**src/rtl/risc_spm_prog_loader.sv**
```systemverilog
// risc_spm_prog_loader
//   Streams program words from a valid/ready source into the RISC SPM unified
//   memory, starting at address 0. The processor is held in reset (cpu_rst_o
//   low) for the whole load. It is released RST_HOLD cycles after the final
//   word is accepted.
//
// Ports
//   clk_i           rising-edge clock
//   rst_ni          asynchronous active-low reset
//   start_i         one-cycle pulse that begins a load (honoured in IDLE/RUN/ERROR)
//   in_valid_i      source offers in_data_i / in_last_i
//   in_data_i       program word
//   in_last_i       marks the final word of the program
//   in_ready_o      loader accepts a word this cycle (registered, state-only)
//   mem_we_o        registered write strobe, one cycle per accepted word
//   mem_addr_o      registered write address
//   mem_wdata_o     registered write data
//   cpu_rst_o       active-low processor reset
//   load_done_o     high while the processor runs the loaded program
//   err_overflow_o  sticky: memory filled without seeing in_last_i
//   word_count_o    words accepted in the current or last load (0..2^ADDR_W)
module risc_spm_prog_loader #(
  parameter int ADDR_W   = 8,
  parameter int WORD_W   = 8,
  parameter int RST_HOLD = 2
) (
  input  logic              clk_i,
  input  logic              rst_ni,
  input  logic              start_i,
  input  logic              in_valid_i,
  input  logic [WORD_W-1:0] in_data_i,
  input  logic              in_last_i,
  output logic              in_ready_o,
  output logic              mem_we_o,
  output logic [ADDR_W-1:0] mem_addr_o,
  output logic [WORD_W-1:0] mem_wdata_o,
  output logic              cpu_rst_o,
  output logic              load_done_o,
  output logic              err_overflow_o,
  output logic [ADDR_W:0]   word_count_o
);

  // Hold counter only needs to reach RST_HOLD-1.
  localparam int HOLD_W = (RST_HOLD > 1) ? $clog2(RST_HOLD) : 1;
  localparam logic [ADDR_W-1:0] PTR_MAX = '1;

  typedef enum logic [2:0] {
    ST_IDLE,
    ST_LOAD,
    ST_RELEASE,
    ST_RUN,
    ST_ERROR
  } state_t;

  state_t              state_q;
  logic [ADDR_W-1:0]   ptr_q;
  logic [ADDR_W:0]     word_count_q;
  logic [HOLD_W-1:0]   hold_q;
  logic                in_ready_q;
  logic                mem_we_q;
  logic [ADDR_W-1:0]   mem_addr_q;
  logic [WORD_W-1:0]   mem_wdata_q;
  logic                cpu_rst_q;
  logic                load_done_q;
  logic                err_q;
  logic                accept;

  // in_ready_q is set only while in LOAD, so this is the LOAD-state handshake.
  assign accept = in_ready_q & in_valid_i;

  always_ff @(posedge clk_i or negedge rst_ni) begin
    if (!rst_ni) begin
      state_q      <= ST_IDLE;
      ptr_q        <= '0;
      word_count_q <= '0;
      hold_q       <= '0;
      in_ready_q   <= 1'b0;
      mem_we_q     <= 1'b0;
      mem_addr_q   <= '0;
      mem_wdata_q  <= '0;
      cpu_rst_q    <= 1'b0;
      load_done_q  <= 1'b0;
      err_q        <= 1'b0;
    end else begin
      // Strobe is a single-cycle pulse unless another accept happens.
      mem_we_q <= 1'b0;
      case (state_q)
        ST_IDLE, ST_RUN, ST_ERROR: begin
          if (start_i) begin
            state_q      <= ST_LOAD;
            in_ready_q   <= 1'b1;
            ptr_q        <= '0;
            word_count_q <= '0;
            err_q        <= 1'b0;
            cpu_rst_q    <= 1'b0;
            load_done_q  <= 1'b0;
          end
        end
        ST_LOAD: begin
          if (accept) begin
            mem_we_q     <= 1'b1;
            mem_addr_q   <= ptr_q;
            mem_wdata_q  <= in_data_i;
            ptr_q        <= ptr_q + 1'b1;
            word_count_q <= word_count_q + 1'b1;
            // in_last wins over the full-memory check, so an exact fill completes.
            if (in_last_i) begin
              state_q    <= ST_RELEASE;
              in_ready_q <= 1'b0;
              // The accept edge counts as the first of the RST_HOLD cycles.
              hold_q     <= HOLD_W'(RST_HOLD - 1);
            end else if (ptr_q == PTR_MAX) begin
              state_q    <= ST_ERROR;
              in_ready_q <= 1'b0;
              err_q      <= 1'b1;
            end
          end
        end
        ST_RELEASE: begin
          if (hold_q == '0) begin
            state_q     <= ST_RUN;
            cpu_rst_q   <= 1'b1;
            load_done_q <= 1'b1;
          end else begin
            hold_q <= hold_q - 1'b1;
          end
        end
        default: begin
          state_q <= ST_IDLE;
        end
      endcase
    end
  end

  assign in_ready_o     = in_ready_q;
  assign mem_we_o       = mem_we_q;
  assign mem_addr_o     = mem_addr_q;
  assign mem_wdata_o    = mem_wdata_q;
  assign cpu_rst_o      = cpu_rst_q;
  assign load_done_o    = load_done_q;
  assign err_overflow_o = err_q;
  assign word_count_o   = word_count_q;

endmodule

```
**config.mk**
```make
export PLATFORM = sky130hd
export DESIGN_NAME = risc_spm_prog_loader
export DESIGN_NICKNAME = d
export VERILOG_FILES = /design/src/rtl/risc_spm_prog_loader.sv
export SDC_FILE = /design/constraint.sdc
export NUM_CORES = 1
export LEC_CHECK = 0
export CAP_MARGIN = 10
export CORE_MARGIN = 2
export CORE_UTILIZATION = 54
export DETAILED_ROUTE_END_ITERATION = 10
export PLACE_DENSITY_LB_ADDON = 0.05
export SYNTH_ARGS = -nofsm -noshare
export SYNTH_HDL_FRONTEND = slang
export SYNTH_SLANG_ARGS = --single-unit
```
**constraint.sdc**
```tcl
create_clock -name clk_i -period 2.75 [get_ports clk_i]
set_input_delay 0.4125 -clock clk_i [delete_from_list [all_inputs] [get_ports clk_i]]
set_output_delay 0.4125 -clock clk_i [all_outputs]
set_load 0.02 [all_outputs]
```
==> flow_metrics.tcl <==
set metrics [dict create \
    status "finished clean" \
    cts_setup_buffers 0 \
    dpl.hpwl_mm 2.85 \
    fin_crit_sh_pct 78.4 \
    drt_wl_total_mm 4.23 \
    yosysWarnings 0 \
    cts_buffers 5 \
    gp_congestion 0.837 \
    pwr-share-clk_pct 21.6 \
    ys_seq_area_share_pct 51.8 \
    ys_seq_elements 41 \
    grt-ovfl-total 0 \
    yosysTopAreaCellShare_pct 51.8 \
    regToRegSetupSlack_ps 590 \
    via_per_inst 5.60 \
    coreArea_um2 3610 \
    synth_top_area_cell "dfrtp_1" \
    total_power_mw 2.32 \
    hp-class "input pin to asynchronous set/reset pin" \
    synth-async-reset-ratio_pct 100 \
    synth_area_leaders "dfrtp_1 (52%), nand2_1 (12%), mux2i_1 (4.0%), nand3_1 (2.8%), o21ai_0 (2.5%)" \
    synth_cell_types 39 \
    drt_iter0_markers 101 \
    layout-drive-gt1-share_pct 7.14 \
    worst-slew-pin-transition_ps 882 \
    regToRegStartpoint "state_q[0]" \
    fp.dieArea_um2 4170 \
    critPathKind "flip-flop to flip-flop" \
    ir_drop_v 0.000543 \
    p_switching_mw 0.861 \
    cts.clk_slew.worst_paths_ps 80 \
    first_global_vias 1625 \
    cts_hold_buf 0 \
    synth-edff-count 0 \
    max_freq_mhz 464 \
    switching_share_pct 37.1 \
    p_int_mw 1.46 \
    area.growth.synth_to_final_pct 27.3 \
    synth_cells 213 \
    fp.dieH_um 64.6 \
    regArea_um2 1030 \
    power.density_nw_per_um2 919 \
    remaining_drc_errors 0 \
    n_fill_cell 295 \
    syn_area_um2 1980 \
    numClockSinks 41 \
    maxSlewViolCount 0 \
    maxCapViolCount 0 \
    cp-start-kind "flip-flop" \
    crit_fanout 27 \
    drtAntennaViolNets 0 \
    p_leak_nw 1.16 \
    nets 266 \
    insertion_delay_ps 290 \
    finClkSkew_ps 6.17 \
    start_util_pct 55.0 \
    wl_per_cell_um 14.1 \
    grt_max_degree 42 \
    multiInputGateArea_um2 868 \
    vias 1681 \
    synthTopCellsByCount "nand2_1 (65), dfrtp_1 (41), nand3_1 (11)" \
    antenna_cells 0 \
    synth_flop_cell "dfrtp_1" \
    fin_crit_ps 2160 \
    cp-end-kind "flip-flop" \
    ctsResizeCount 0 \
    syn_area_per_cell_um2 9.30 \
    ioPinCount 43 \
    dr.pass1.iters 4 \
    slew_headroom_pct 41.2 \
    yosysMostFrequentCell "nand2_1" \
    grt_pass1_wl_mm 7.47 \
    share_comb_of_total_power_pct 40.3 \
    clockRootBuffer "clkbuf_8" \
    numPortBuffers 42 \
    chipWidth_um 64.6 \
    cts_tree "done" \
    htree_levels 2 \
    hold_viol 0 \
    synth_fp_nets 228 \
    worstPathRequired_ps 2980 \
    grt_setup_unrepaired "false" \
    antenna_found_initial 0 \
    clk_path_buf_depth 2 \
    crit_arrival_ps 2390 \
    finalSetupTns_ps 0 \
    grt_usage_pct 23.1 \
    worstRegToRegCells 5 \
    r2r_end "err_overflow_o" \
    endpoint "err_overflow_o" \
    p_seq_share_pct 38.1 \
    std_cell_rows 22 \
    setup_viol 0 \
    cp-startpoint "state_q[0]" \
]
-- through the flow --
stage	instance area, um2	hold slack (ps)	setup WS [ps]	cells	utilization (%)
final	2520	237	594	300	70.0
after global routing	2520	300	389	300	70.0
after CTS	2520	261	621	300	70.0
after detailed placement	2400	462	355	292	66.7
after global placement	2400	456	422	292	66.7
after floorplan	1980	117	1180	213	-
-- state kept, by name (all words and copies together) (netlist names) --
register / count
err_overflow_o: 1
hold_q: 1
in_ready_o: 1
load_done_o: 1
mem_addr_o: 8
mem_wdata_o: 8
mem_we_o: 1
ptr_q: 8
state_q: 3
word_count_o: 9
-- cells by family (layout without fill, tap and decap cells) --
| family | Yosys count | after routing | share of synthesized area, % |
|---|---|---|---|
| DFF | 41 | 41 | 51.8 |
| adders and majority gates | 2 | 2 | 1.26 |
| buffers and inverters | 18 | 57 | 4.42 |
| muxes | 9 | 9 | 4.61 |
| AOI/OAI and AO/OA | 39 | 39 | 13.8 |
| and+or+nand+nor | 104 | 104 | 24.1 |
-- critical path, stage by stage, from the launching register on --
cell	delay, ps
dfrtp_1	610
nor3b_4	430
nand3_2	260
buf_4	310
nor4_1	340
o21a_1	150
-- placed cells by master, fill, tap and decap left out, types with 2 or more instances in the layout --
master / count
a21o_1: 2
nand3b_1: 2
a21oi_1: 6
ha_1: 2
a31oi_1: 4
nor2_1: 8
o21a_1: 2
a22oi_1: 2
a41oi_1: 4
dfrtp_1: 41
and3_1: 6
buf_4: 2
nand3_1: 11
a211o_1: 2
nand4_1: 3
inv_1: 4
mux2i_1: 8
clkdlybuf4s50_1: 41
clkbuf_8: 6
nand2_1: 65
o21ai_0: 10
-- worst min path at each step --
stage	to	cells after the start
after floorplan	err_overflow_o	0
after global placement	mem_wdata_o[1]	2
after detailed placement	mem_wdata_o[5]	2
after CTS	mem_wdata_o[1]	1
after global routing	mem_addr_o[1]	1
final	mem_wdata_o[2]	1
-- final cells by class --
| cell class | instances | share of cell area, % |
|---|---|---|
| Clock buffer | 6 | 3.27 |
| Clock inverter | 2 | 1.49 |
| Inverter | 5 | 0.744 |
| Multi-Input combinational cell | 154 | 34.4 |
| Sequential cell | 41 | 40.7 |
| Tap cell | 48 | 2.38 |
| Timing Repair Buffer | 44 | 17.1 |
-- routing by layer --
metal	share of wire, %	up-vias	global-route usage (%)	routed length, um
met2	49	45	38.4	2090
li1	-	816	-	-
met5	0	-	0	0
met1	45	815	30.1	1910
met4	1.1	0	5.85	45
met3	4.6	5	6.25	194
-- power groups by stage --
stage | Clock (mW) | Combinational [mW] | Sequential, mW
after CTS | 0.512 | 0.940 | 0.881
after global routing | 0.537 | 1.04 | 0.905
after floorplan | 0 | 0.540 | 0.966
after global placement | 0 | 0.915 | 0.884
after detailed placement | 0 | 0.933 | 0.892
final | 0.501 | 0.934 | 0.883
Power figures use the tool's default switching activity.
